[config.mk]
export PLATFORM = sky130hd
export DESIGN_NAME = fetch_stage_flat
export DESIGN_NICKNAME = d
export VERILOG_FILES = /design/src/rtl/fetch_stage_if.sv /design/src/rtl/fetch_stage.sv /design/src/flat_wrapper.sv
export SDC_FILE = /design/constraint.sdc
export NUM_CORES = 1
export LEC_CHECK = 0
export BUFFER_PORTS_ARGS = -buffer_cell sky130_fd_sc_hd__buf_4
export CAP_MARGIN = 15
export CORE_AREA = 3 3 157 174
export CTS_BUF_LIST = sky130_fd_sc_hd__clkbuf_4
export CTS_CLUSTER_DIAMETER = 100
export DETAILED_ROUTE_END_ITERATION = 8
export DIE_AREA = 0 0 160 177
export PLACE_DENSITY_LB_ADDON = 0.05
export SLEW_MARGIN = 20
export SYNTH_ARGS = -nofsm -noshare
export SYNTH_HDL_FRONTEND = slang
export SYNTH_SLANG_ARGS = --single-unit
export TNS_END_PERCENT = 30
[constraint.sdc]
create_clock -name clk -period 9.4 [get_ports clk]
set_input_delay 0.47 -clock clk [delete_from_list [all_inputs] [get_ports clk]]
set_output_delay 0.47 -clock clk [all_outputs]
set_load 0.05 [all_outputs]
[src/rtl/fetch_stage_if.sv]
// ----------------------------------------------------------------------------
// fetch_stage_if
//   Instruction-memory request/response bus between the fetch stage and the
//   instruction memory. One request may be outstanding; responses return in
//   order, at least one cycle after the grant.
//
//   imem_req     request valid (fetch -> memory)
//   imem_addr    word-aligned request address (fetch -> memory)
//   imem_gnt     memory accepts the request this cycle (memory -> fetch)
//   imem_rvalid  response valid (memory -> fetch)
//   imem_rdata   response instruction word (memory -> fetch)
//
//   modport master : used by the fetch stage
//   modport slave  : used by the instruction memory
// ----------------------------------------------------------------------------
interface fetch_stage_if;
    logic        imem_req;
    logic [31:0] imem_addr;
    logic        imem_gnt;
    logic        imem_rvalid;
    logic [31:0] imem_rdata;

    modport master (
        output imem_req,
        output imem_addr,
        input  imem_gnt,
        input  imem_rvalid,
        input  imem_rdata
    );

    modport slave (
        input  imem_req,
        input  imem_addr,
        output imem_gnt,
        output imem_rvalid,
        output imem_rdata
    );
endinterface

[src/rtl/fetch_stage.sv]
// ----------------------------------------------------------------------------
// fetch_stage
//   Instruction-fetch stage plus the IF/ID pipeline register. Holds the fetch
//   PC, issues instruction-memory requests with at most one outstanding,
//   keeps a one-entry buffer for a response that arrives while decode is
//   stalled, and presents InstrD/PCD/PCPlus4D/ValidD to decode. A taken
//   redirect from EX (PCSrcE) flushes IF/ID and restarts fetch at PCTargetE.
//
// Parameters
//   RESET_PC    first fetch address after reset
//   NOP_INSTR   bubble loaded into IF/ID (addi x0,x0,0)
//
// Ports
//   clk         clock, all state on the rising edge
//   rst         asynchronous, active-low reset
//   stall       load-use stall from the hazard unit: hold PC and IF/ID
//   PCSrcE      redirect taken in EX this cycle (wins over stall)
//   PCTargetE   redirect target, bits [1:0] ignored
//   imem        instruction-memory bus (fetch_stage_if.master)
//   InstrD      IF/ID instruction
//   PCD         IF/ID PC (address of InstrD)
//   PCPlus4D    IF/ID PC + 4, 32-bit wrap
//   ValidD      IF/ID holds a real instruction (0 = bubble)
//
// Optional feature (macro FETCH_PERF_EN)
//   perf_stall_cnt  cycles with stall = 1, wraps at 2^32
//   perf_flush_cnt  cycles with PCSrcE = 1, wraps at 2^32
//   Without the macro these ports and counters do not exist.
// ----------------------------------------------------------------------------
module fetch_stage #(
    parameter logic [31:0] RESET_PC  = 32'h0000_0000,
    parameter logic [31:0] NOP_INSTR = 32'h0000_0013
) (
    input  logic                 clk,
    input  logic                 rst,
    input  logic                 stall,
    input  logic                 PCSrcE,
    input  logic [31:0]          PCTargetE,
    fetch_stage_if.master        imem,
    output logic [31:0]          InstrD,
    output logic [31:0]          PCD,
    output logic [31:0]          PCPlus4D,
    output logic                 ValidD
`ifdef FETCH_PERF_EN
    ,
    output logic [31:0]          perf_stall_cnt,
    output logic [31:0]          perf_flush_cnt
`endif
);

    typedef enum logic [1:0] {
        S_IDLE, // one cycle after reset release
        S_REQ,  // requesting pc_f, waiting for grant
        S_WAIT, // granted, waiting for the response of req_pc
        S_KILL  // granted request made stale by a redirect, drop its response
    } state_t;

    state_t      state;
    logic [31:0] pc_f;      // next address to request (also the redirect target held in KILL)
    logic [31:0] req_pc;    // address of the granted, outstanding request
    logic        buf_valid;
    logic [31:0] buf_instr;
    logic [31:0] buf_pc;

    logic [31:0] target;
    logic [31:0] next_pc;
    logic        rsp;
    logic        chain;
    logic        grant;
    logic        buf_fill;
    logic        unused_tgt_lsb;

    // Instructions are word aligned; the low target bits carry no information.
    assign target         = {PCTargetE[31:2], 2'b00};
    assign unused_tgt_lsb = ^PCTargetE[1:0];

    assign next_pc  = req_pc + 32'd4;

    // A response only counts while its request is live; in KILL it is dropped.
    assign rsp      = (state == S_WAIT) && imem.imem_rvalid;

    // Back-to-back issue: the response is going straight into IF/ID, so the
    // next request can go out in the same cycle. This is what lets a
    // zero-wait memory sustain one instruction per cycle, and it is why the
    // request is decoded from the state rather than registered.
    assign chain    = rsp && !stall && !PCSrcE && !buf_valid;

    // No request while the buffer is occupied: there would be nowhere to put
    // the answer if decode stays stalled.
    assign imem.imem_req  = ((state == S_REQ) && !buf_valid) || chain;
    assign imem.imem_addr = (state == S_WAIT) ? next_pc : pc_f;
    assign grant          = imem.imem_req && imem.imem_gnt;

    assign buf_fill = rsp && stall && !PCSrcE;

    // ------------------------------------------------------------------
    // Fetch FSM and PC tracking
    // ------------------------------------------------------------------
    // NOTE: sequential state is written with non-blocking assignments so every
    // register samples the pre-edge values, independent of statement order.
    always_ff @(posedge clk or negedge rst) begin
        if (!rst) begin
            state  <= S_IDLE;
            pc_f   <= RESET_PC;
            req_pc <= RESET_PC;
        end else begin
            case (state)
                S_IDLE: begin
                    state <= S_REQ;
                    if (PCSrcE) pc_f <= target;
                end

                S_REQ: begin
                    if (PCSrcE) begin
                        // Not yet granted: simply retarget. Granted: the
                        // address already left, so its response must be eaten.
                        pc_f <= target;
                        if (grant) state <= S_KILL;
                    end else if (grant) begin
                        req_pc <= pc_f;
                        state  <= S_WAIT;
                    end
                end

                S_WAIT: begin
                    if (PCSrcE) begin
                        pc_f  <= target;
                        state <= imem.imem_rvalid ? S_REQ : S_KILL;
                    end else if (imem.imem_rvalid) begin
                        pc_f <= next_pc;
                        if (grant) begin
                            req_pc <= next_pc;
                            state  <= S_WAIT;
                        end else begin
                            state  <= S_REQ;
                        end
                    end
                end

                S_KILL: begin
                    // A further redirect while waiting just moves the restart point.
                    if (PCSrcE) pc_f <= target;
                    if (imem.imem_rvalid) state <= S_REQ;
                end

                default: state <= S_IDLE;
            endcase
        end
    end

    // ------------------------------------------------------------------
    // IF/ID register and buffer occupancy
    // Priority: redirect > stall > buffered instruction > live response > bubble
    // ------------------------------------------------------------------
    always_ff @(posedge clk or negedge rst) begin
        if (!rst) begin
            InstrD    <= NOP_INSTR;
            PCD       <= 32'd0;
            PCPlus4D  <= 32'd0;
            ValidD    <= 1'b0;
            buf_valid <= 1'b0;
        end else if (PCSrcE) begin
            InstrD    <= NOP_INSTR;
            PCD       <= 32'd0;
            PCPlus4D  <= 32'd0;
            ValidD    <= 1'b0;
            buf_valid <= 1'b0;
        end else if (stall) begin
            if (buf_fill) buf_valid <= 1'b1;
        end else if (buf_valid) begin
            InstrD    <= buf_instr;
            PCD       <= buf_pc;
            PCPlus4D  <= buf_pc + 32'd4;
            ValidD    <= 1'b1;
            buf_valid <= 1'b0;
        end else if (rsp) begin
            InstrD    <= imem.imem_rdata;
            PCD       <= req_pc;
            PCPlus4D  <= next_pc;
            ValidD    <= 1'b1;
        end else begin
            InstrD    <= NOP_INSTR;
            PCD       <= 32'd0;
            PCPlus4D  <= 32'd0;
            ValidD    <= 1'b0;
        end
    end

    // NOTE: the buffer payload has no reset; buf_valid alone decides whether it
    // is ever read, so clearing the data would only cost reset fan-out.
    always_ff @(posedge clk) begin
        if (buf_fill) begin
            buf_instr <= imem.imem_rdata;
            buf_pc    <= req_pc;
        end
    end

`ifdef FETCH_PERF_EN
    // ------------------------------------------------------------------
    // Performance counters, free-running with natural 32-bit wrap
    // ------------------------------------------------------------------
    always_ff @(posedge clk or negedge rst) begin
        if (!rst) begin
            perf_stall_cnt <= 32'd0;
            perf_flush_cnt <= 32'd0;
        end else begin
            if (stall)  perf_stall_cnt <= perf_stall_cnt + 32'd1;
            if (PCSrcE) perf_flush_cnt <= perf_flush_cnt + 32'd1;
        end
    end
`endif

endmodule
[src/flat_wrapper.sv]
// flat-port wrapper written by rule: the top's interface ports become plain ports
module fetch_stage_flat 
#(
    parameter logic [31:0] RESET_PC  = 32'h0000_0000,
    parameter logic [31:0] NOP_INSTR = 32'h0000_0013
)
  (clk, rst, stall, PCSrcE, PCTargetE, InstrD, PCD, PCPlus4D, ValidD, imem_imem_req, imem_imem_addr, imem_imem_gnt, imem_imem_rvalid, imem_imem_rdata);
  fetch_stage_if imem_i ();
  input  logic clk;
  input  logic rst;
  input  logic stall;
  input  logic PCSrcE;
  input  logic [31:0] PCTargetE;
  output logic [31:0] InstrD;
  output logic [31:0] PCD;
  output logic [31:0] PCPlus4D;
  output logic ValidD;
  output wire logic [$bits(imem_i.imem_req)-1:0] imem_imem_req;
  output wire logic [$bits(imem_i.imem_addr)-1:0] imem_imem_addr;
  input wire logic [$bits(imem_i.imem_gnt)-1:0] imem_imem_gnt;
  input wire logic [$bits(imem_i.imem_rvalid)-1:0] imem_imem_rvalid;
  input wire logic [$bits(imem_i.imem_rdata)-1:0] imem_imem_rdata;
  assign imem_imem_req = imem_i.imem_req;
  assign imem_imem_addr = imem_i.imem_addr;
  assign imem_i.imem_gnt = imem_imem_gnt;
  assign imem_i.imem_rvalid = imem_imem_rvalid;
  assign imem_i.imem_rdata = imem_imem_rdata;
  fetch_stage #(.RESET_PC(RESET_PC), .NOP_INSTR(NOP_INSTR)) u_core (.clk(clk), .rst(rst), .stall(stall), .PCSrcE(PCSrcE), .PCTargetE(PCTargetE), .imem(imem_i), .InstrD(InstrD), .PCD(PCD), .PCPlus4D(PCPlus4D), .ValidD(ValidD));
endmodule
# ---- Yosys cells after proc, flatten, opt, wreduce, memory -nomap -nowiden
# Index checks and enable logic that the tools add are counted.
# W data, S select, Z words.
dict set report word_totals {
  ff_bits 228
  input_bits 70
  output_inout_bits 130
  word_cells 82
}
dict set report classes {
  add_sub_neg 2
  eq_ne 13
  n_mux 39
  n_reduce_logical 18
}
# op count
set op_table {}
lappend op_table {{$mux W32} 21}
lappend op_table {{$pmux W32 S2} 2}
lappend op_table {{$add A32 B3 Y32 const B} 2}
lappend op_table {{$mux W2} 8}
lappend op_table {{$logic_and A1 B1 Y1} 8}
lappend op_table {{$ne A2 B1 Y1 const B} 4}
lappend op_table {{$ne A2 B2 Y1 const B} 4}
lappend op_table {{$pmux W2 S4} 1}
lappend op_table {{$mux W1} 7}
lappend op_table {{$reduce_and A6 Y1} 1}
lappend op_table {{$eq A2 B2 Y1 const B} 2}
lappend op_table {{$logic_not A1 Y1} 3}
lappend op_table {{$ne A3 B1 Y1 const B} 1}
lappend op_table {{$ne A3 B3 Y1 const B} 1}
lappend op_table {{$reduce_and A3 Y1} 1}
lappend op_table {{$reduce_or A3 Y1} 1}
lappend op_table {{$eq A2 B1 Y1 const B} 1}
lappend op_table {{$logic_not A2 Y1} 1}
lappend op_table {{$reduce_and A2 Y1} 1}
lappend op_table {{$reduce_bool A2 Y1} 1}
lappend op_table {{$logic_or A1 B1 Y1} 1}

# ---- Depth between registers and ports, before layout
# Gate-level depths: netlist (run 1).
dict set report logic_depth {
  depth_word 11
  depth_mapped 10
  ltp_nobuf 7
}

# ---- Worst setup path after synthesis (run 1)
# OpenSTA, ideal clock, no wires.
dict set report synth_timing {
  kind {input to register}
  startpoint {input PCSrcE}
  endpoint {register u_core.buf_instr[0], enable pin}
  setup_ns 0.486
  t_arrival_ns 3.838
  t_required_ns 8.914
  slack_ns 5.076
  cell_stages 5
  path_buffers 2
  cell_sequence {clkbuf_1 inv_1 clkbuf_1 nand2_1 nor2_1}
}
dict set report synth_between {
  elab_chain_cells 2
}
# item line_no
set synth_rtl {}
lappend synth_rtl {{start, declared} flat_wrapper.sv:12} ;# input logic PCSrcE;
lappend synth_rtl {{$logic_not A1 Y1} fetch_stage.sv:94} ;# assign buf_fill = rsp && stall && !PCSrcE;
lappend synth_rtl {{$logic_and A1 B1 Y1} fetch_stage.sv:94}
lappend synth_rtl {{named net u_core.buf_fill} fetch_stage.sv:70} ;# logic buf_fill;
lappend synth_rtl {{end signal, assigned} fetch_stage.sv:193} ;# buf_instr <= imem.imem_rdata;
lappend synth_rtl {{end, declared} fetch_stage.sv:62} ;# logic [31:0] buf_instr;
# The timed path passes the listed nets, and every way through them passes these cells.
# A chain may end at the register's enable or synchronous reset.

# ---- Worst setup path in the final report (run 1)
dict set report layout_timing {
  startpoint {register u_core.req_pc[2]}
  endpoint {output imem_imem_addr[26]}
}
dict set report layout_between {
  elab_chain_cells 2
}
# item line_no
set layout_rtl {}
lappend layout_rtl {{start, declared} fetch_stage.sv:60} ;# logic [31:0] req_pc;
lappend layout_rtl {{start signal, assigned} fetch_stage.sv:120} ;# req_pc <= pc_f;
lappend layout_rtl {{start signal, assigned} fetch_stage.sv:132} ;# req_pc <= next_pc;
lappend layout_rtl {{$add A32 B3 Y32} fetch_stage.sv:77} ;# assign next_pc = req_pc + 32'd4;
lappend layout_rtl {{$mux W32} fetch_stage.sv:91} ;# assign imem.imem_addr = (state == S_WAIT) ? next_pc : pc_f;
lappend layout_rtl {{end, declared} flat_wrapper.sv:19} ;# output wire logic [$bits(imem_i.imem_addr)-1:0] imem_imem_addr;
# No other way between the ends.

==> summary.md, run 1 <==
| Metric | Value |
|---|---|
| Run status | finished, final reports clean |
| Routed len/inst | 19.4 um |
| Worst IR Drop VDD | 0.177 mV |
| Routed Antenna Nets | 0 |
| Reg-to-reg endpoint | u_core.PCPlus4D[12] |
| Router iterations before antenna repair | 5 |
| Worst stage delay on the critical path | 0.76 ns |
| Post-synth EDFFs | 64 |
| # rows | 61 |
| Initial Util | 0.422 |
| Grt ovf | 0 |
| Largest fanout on the critical path | 8 |
| Die W | 160 um |
| Final setup margin | 5.36 ns |
| Path depth of the worst reg2reg path | 9 |
| Clk Tree Root Cell | clkbuf_4 |
| Reg2reg start | u_core.state[0] |
| CTS Buffer Depth | 3 |
| Worst Setup SP | u_core.req_pc[2] |
| GP Congestion | 0.836 |
| Core area | 25500 um^2 |
| Fin. Hold Viols | 0 |
| Fmax | 0.248 GHz |
| Reg2reg setup slack | 6.35 ns |
| Port Buffers | 197 |
| Critical path destination | imem_imem_addr[26] |
| Max Cap Violations | 0 |
| Crit Path Category | reg -> out |
| Clk sink count | 226 |
| Cell area after synthesis | 10800 um^2 |
| HP Class | in -> reg |
| Fraction of layout cells with a size suffix above 1 | 0.256 |
| Syn Area/Cell | 10.4 um^2 |
| Worst Setup Start Kind | flip-flop |
| Pwr dens | 245 nW/um^2 |
| Clock share of power | 0.265 |
| Detailed Place HPWL | 21100 um |
| Final setup vio count | 0 |
| Max transition margin | 0.281 |
| Syn Inst Count | 1035 |
| Setup TNS | 0 ns |
| Drt drc | 0 |
| Critical-path cell with the highest stage delay | nor4_2 |
| CP cell instances | ha_1 > nand3_1 > nor4_2 > nand4_1 > xor2_1 > a21oi_1 > buf_4 |
| Seq/Total Area, Yosys | 0.556 |
| Leakage power | 5.83 nW |
| Vias | 9230 |
| Die H | 177 um |
| GRT Resource Usage Total | 0.226 |
| Die area | 28300 um^2 |
| Commonest cells after routing, fill and taps aside | buf_4 (208), dfrtp_1 (158), nor2_1 (119) |
| Final Max Slew Viols | 0 |
| Fin crit share | 0.430 |
| Total CTS buffers | 58 |
| Pint | 2.02 mW |
| Worst Skew | 0.0336 ns |
| Dpl ws | 6.00 ns |
| First-pass GRT wire length | 51400 um |
| Clk Latency, worst-skew pair | 0.68 ns |
| Post-Syn Nets | 1111 |
| Initial antenna violation count | 1 |
| Sw Share | 0.400 |
| H-tree depth | 2 |
| Post CTS Setup Buffer Count | 0 |
| Worst-path clk slew | 0.07 ns |
| Worst setup EP type | output port |
| Initial drt markers | 693 |
| Yosys cell types | 55 |
| Vias in the first global route | 8962 |
| Total Wirelength | 32300 um |
| Share of flip-flops with an asynchronous set or reset | 0.717 |
| Combinational Power Share | 0.331 |
| Largest net degree at the start of global routing | 98 |
| Io pins | 200 |
| Post-layout min period | 4.04 ns |
| Main flop type after synthesis | dfrtp_1 |
| CTS tree | built |
| Synth warn | 0 |
| Data arrival, critical path | 3.57 ns |
| Area grow syn2layout | 27.9% |
| Synth Register Bits | 226 |
| NetSw | 1.35 mW |
| Worst-Margin Slew | 1.08 ns |
| Fill cells | 2345 |
| Fin nets | 1349 |
| Unrepaired setup endpoints after global routing | no |
| Flop pwr share | 0.404 |
| Commonest non-fill, non-tap cell in the layout | buf_4 |
| Avg Vias per Cell | 5.55 |
| Critical Path RT | 8.93 ns |
[state kept, by name (all words and copies together), names as in the netlist, 2 cells and up]
signal	count
u_core.InstrD	32
u_core.PCD	32
u_core.PCPlus4D	30
u_core.buf_instr	32
u_core.buf_pc	32
u_core.pc_f	32
u_core.req_pc	32
u_core.state	2
[worst min path at each step]
stage                    startpoint                end  slack [ns]  cells past startpoint
floorplan                       rst  u_core.InstrD[10]        0.17                      0
detailed placement    u_core.ValidD      u_core.ValidD        0.47                      2
global route          PCTargetE[22]    u_core.pc_f[22]        0.03                      3
CTS                   PCTargetE[27]    u_core.pc_f[27]       0.006                      3
finish                PCTargetE[27]    u_core.pc_f[27]        0.06                      3
global placement    u_core.pc_f[12]    u_core.pc_f[12]        0.46                      1
[synthesized netlist by cell type, types with 3 or more instances]
| cell | instances | area share |
|---|---|---|
| buf_2 | 3 | 0.0014 |
| dfrtp_1 | 159 | 0.37 |
| a22oi_1 | 3 | 0.0021 |
| xnor2_1 | 20 | 0.016 |
| a21o_1 | 11 | 0.0077 |
| edfxtp_1 | 64 | 0.18 |
| o22ai_1 | 4 | 0.0023 |
| o22a_1 | 8 | 0.0065 |
| or3_1 | 3 | 0.0017 |
| xor2_1 | 31 | 0.025 |
| clkbuf_1 | 70 | 0.024 |
| o21ai_0 | 45 | 0.021 |
| ha_1 | 6 | 0.0070 |
| nor4_1 | 12 | 0.0070 |
| a32o_1 | 3 | 0.0028 |
| a22o_1 | 4 | 0.0033 |
| a31oi_1 | 8 | 0.0047 |
| a21oi_1 | 64 | 0.030 |
| o221ai_1 | 23 | 0.019 |
| a41oi_1 | 3 | 0.0024 |
| nand4_1 | 19 | 0.011 |
| buf_1 | 5 | 0.0017 |
| nand2_1 | 82 | 0.029 |
| and4_1 | 7 | 0.0057 |
| mux2_2 | 17 | 0.018 |
| dfstp_2 | 3 | 0.0073 |
| a221oi_1 | 61 | 0.050 |
| nor2_1 | 122 | 0.043 |
| buf_6 | 3 | 0.0031 |
| mux2i_1 | 13 | 0.012 |
| a211oi_1 | 4 | 0.0028 |
| and3_1 | 14 | 0.0081 |
| nor3_1 | 69 | 0.032 |
| nand2b_1 | 10 | 0.0058 |
| nand3_1 | 25 | 0.012 |
| inv_1 | 11 | 0.0038 |
| nor2b_1 | 4 | 0.0023 |
[through the flow]
| stage | hold WS [ns] | area [um^2] | power [mW] | instances | util |
|---|---|---|---|---|---|
| floorplan | 0.174 | 10800 | 2.09 | 1035 | - |
| global placement | 0.460 | 12400 | 2.46 | 1505 | 0.487 |
| detailed placement | 0.467 | 12400 | 2.47 | 1505 | 0.487 |
| CTS | 0.00596 | 13700 | 3.39 | 1662 | 0.539 |
| global route | 0.0333 | 13800 | 3.56 | 1663 | 0.539 |
| finish | 0.0565 | 13800 | 3.36 | 1663 | 0.539 |
[per-layer routing]
metal | up-vias | track usage | share of wire
li1 | 4357 | - | -
met1 | 4470 | 0.347 | 0.48
met2 | 353 | 0.333 | 0.44
met3 | 50 | 0.0365 | 0.065
met4 | 0 | 0.0604 | 0.018
met5 | - | 0 | 0
[area by class of cell]
cell class                 count  area (um^2)  share of cell area
antenna                        1         2.50            0.000182
clock buffer                  93          698              0.0508
clock inverter                10         90.1             0.00655
inverter                      12         45.0             0.00328
multi-input combinational    712         4390               0.319
sequential                   226         5980               0.435
tap                          346          433              0.0315
timing repair buffer         263         2110               0.154
[cells by family (layout without fill, tap and decap cells)]
kind of cell | Yosys count | after routing | synth area share
other | 0 | 1 | 0
buffers and inverters | 97 | 378 | 0.0380
AOI/OAI and AO/OA | 247 | 247 | 0.158
and+or+nand+nor | 378 | 378 | 0.169
muxes | 30 | 30 | 0.0299
xor gates and xnor gates | 51 | 51 | 0.0415
DFF | 226 | 226 | 0.556
adders and majority gates | 6 | 6 | 0.00698
[what timing repair did]
item	4_1_cts	5_1_grt
gates resized for setup	0	0
hold endpoints to repair	142	0
hold buffers	54	0
[worst max-delay path, delay by kind of cell, from the launching register on]
family	cells	cell delay [ns]
xor+xnor	1	0.41
simple gates	3	1.28
compound gates	1	0.15
flops	1	0.52
fa+ha+maj	1	0.30
buf+inv	1	0.25
[power by group through the flow]
stage	registers, mW	clock network, mW	logic (mW)
6_report	1.36	0.891	1.11
3_5_place_dp	1.37	0	1.09
4_1_cts	1.35	0.919	1.12
3_3_place_gp	1.37	0	1.09
2_1_floorplan	1.36	0	0.735
5_1_grt	1.38	0.971	1.21
Power figures use the tool's default switching activity.
==> inputs of run 2 (changes only) <==
==> constraint.sdc (replaced) <==
create_clock -name clk -period 3.45 [get_ports clk]
set_input_delay 0.1725 -clock clk [delete_from_list [all_inputs] [get_ports clk]]
set_output_delay 0.1725 -clock clk [all_outputs]
set_load 0.05 [all_outputs]
==> run 2 against run 1 <==
  * Non-clock buffer count is 44 higher
  * Routed wire length is 0.95% higher
  * Worst hold slack hardly changed
  * Critical path type unchanged
  * Largest power group unchanged
==> summary.md, run 2 (synthesis results as in run 1) <==
| Metric | Value |
|---|---|
| Fmax | 0.318 GHz |
| Worst Setup Start Kind | flip-flop |
| Post CTS Setup Buffer Count | 0 |
| Core area | 25500 um^2 |
| Unrepaired setup endpoints after global routing | no |
| Clk sink count | 226 |
| Clk Tree Root Cell | clkbuf_4 |
| Fin crit share | 0.911 |
| Reg-to-reg endpoint | u_core.req_pc[8] |
| Die area | 28300 um^2 |
| Worst-path clk slew | 0.06 ns |
| Fin nets | 1394 |
| Routed Antenna Nets | 0 |
| Reg2reg setup slack | 0.77 ns |
| Final setup vio count | 0 |
| CTS Buffer Depth | 3 |
| Worst Skew | 0.0296 ns |
| CP cell instances | nand4_1 > or3_4 > nor4_4 > xnor2_1 > a21oi_1 > buf_4 |
| Router iterations before antenna repair | 7 |
| Area grow syn2layout | 31.9% |
| Routed len/inst | 19.1 um |
| Final Max Slew Viols | 0 |
| Io pins | 200 |
| Data arrival, critical path | 2.97 ns |
| Grt ovf | 0 |
| Worst stage delay on the critical path | 0.54 ns |
| GP Congestion | 0.836 |
| Vias | 9447 |
| Initial Util | 0.422 |
| GRT Resource Usage Total | 0.229 |
| Avg Vias per Cell | 5.53 |
| Fill cells | 2362 |
| Pwr dens | 651 nW/um^2 |
| Worst IR Drop VDD | 0.483 mV |
| First-pass GRT wire length | 52200 um |
| Drt drc | 0 |
| Max Cap Violations | 0 |
| Die W | 160 um |
| Largest fanout on the critical path | 9 |
| Fraction of layout cells with a size suffix above 1 | 0.264 |
| Path depth of the worst reg2reg path | 6 |
| Fin. Hold Viols | 0 |
| Vias in the first global route | 9334 |
| Die H | 177 um |
| Post-layout min period | 3.14 ns |
| Port Buffers | 197 |
| CTS tree | built |
| Initial antenna violation count | 1 |
| Total Wirelength | 32600 um |
| Leakage power | 6.04 nW |
| Max transition margin | 0.278 |
| Commonest cells after routing, fill and taps aside | buf_4 (223), dfrtp_1 (157), nor2_1 (119) |
| Final Power | 9.23 mW |
| # rows | 61 |
| HP Class | in -> async |
| H-tree depth | 2 |
| Run status | finished, final reports clean |
| Clk Latency, worst-skew pair | 0.67 ns |
| Commonest non-fill, non-tap cell in the layout | buf_4 |
| Reg2reg start | u_core.state[0] |
| Crit Path Category | reg -> out |
| Total CTS buffers | 59 |
| Worst setup EP type | output port |
| Worst-Margin Slew | 1.08 ns |
| Setup TNS | 0 ns |
| Detailed Place HPWL | 21900 um |
| Critical-path cell with the highest stage delay | dfrtp_1 |
| Largest net degree at the start of global routing | 72 |
| Critical Path RT | 3.28 ns |
| Initial drt markers | 836 |
[run 2: final cells by class]
| type | instances | area, um^2 | share of cell area |
|---|---|---|---|
| Sequential cell | 226 | 5980 | 0.422 |
| Multi-Input combinational cell | 712 | 4390 | 0.309 |
| Timing Repair Buffer | 307 | 2560 | 0.180 |
| Clock buffer | 94 | 706 | 0.0498 |
| Tap cell | 346 | 433 | 0.0305 |
| Clock inverter | 11 | 67.6 | 0.00476 |
| Inverter | 12 | 45.0 | 0.00318 |
| Antenna cell | 1 | 2.50 | 0.000176 |
[run 2: report_power, final]
group / internal, mW / switching (mW) / leakage (nW)
registers: 3.15 / 0.545 / 2.67
clock network: 1.30 / 1.07 / 0.465
logic: 1.10 / 2.07 / 2.90
[run 2: worst max-delay path: cells and delay by family, from the launching register on]
| kind | cells | cell delay (ns) |
|---|---|---|
| and+or+nand+nor | 3 | 1.12 |
| xor gates and xnor gates | 1 | 0.30 |
| buffers and inverters | 1 | 0.21 |
| DFF | 1 | 0.54 |
| AOI/OAI and AO/OA | 1 | 0.14 |
[run 2: timing repair]
item / in CTS / in global routing
gates resized for setup: 0 / 3
setup endpoints to repair: 0 / 7
hold buffers: 78 / 0
endpoints found under the hold margin: 233 / 0
[run 2: worst max path at each step]
stage / startpoint / end / cells after the start
floorplan: u_core.state[0] / u_core.buf_instr[0] / 5
global placement: u_core.state[0] / u_core.req_pc[3] / 6
detailed placement: u_core.state[0] / u_core.req_pc[1] / 6
CTS: u_core.req_pc[4] / imem_imem_addr[27] / 6
global route: u_core.req_pc[4] / imem_imem_addr[23] / 6
finish: u_core.req_pc[4] / imem_imem_addr[27] / 6
[run 2: per-stage QoR]
stage	std cells	worst slack, ns	utilization	cell area, um^2	hold slack (ns)
2_1_floorplan	1035	0.445	-	10800	-0.123
3_3_place_gp	1525	0.851	0.495	12600	0.186
3_5_place_dp	1525	0.808	0.495	12600	0.184
4_1_cts	1708	0.135	0.556	14200	0.00854
5_1_grt	1709	0.0400	0.556	14200	0.00558
6_report	1709	0.307	0.556	14200	0.0562
[run 2: layer usage]
layer / up-vias / global-route usage / part of all wire
met5: - / 0 / 0
met4: 0 / 0.0684 / 0.024
met3: 58 / 0.0391 / 0.067
met2: 364 / 0.340 / 0.44
met1: 4577 / 0.345 / 0.47
li1: 4448 / - / -
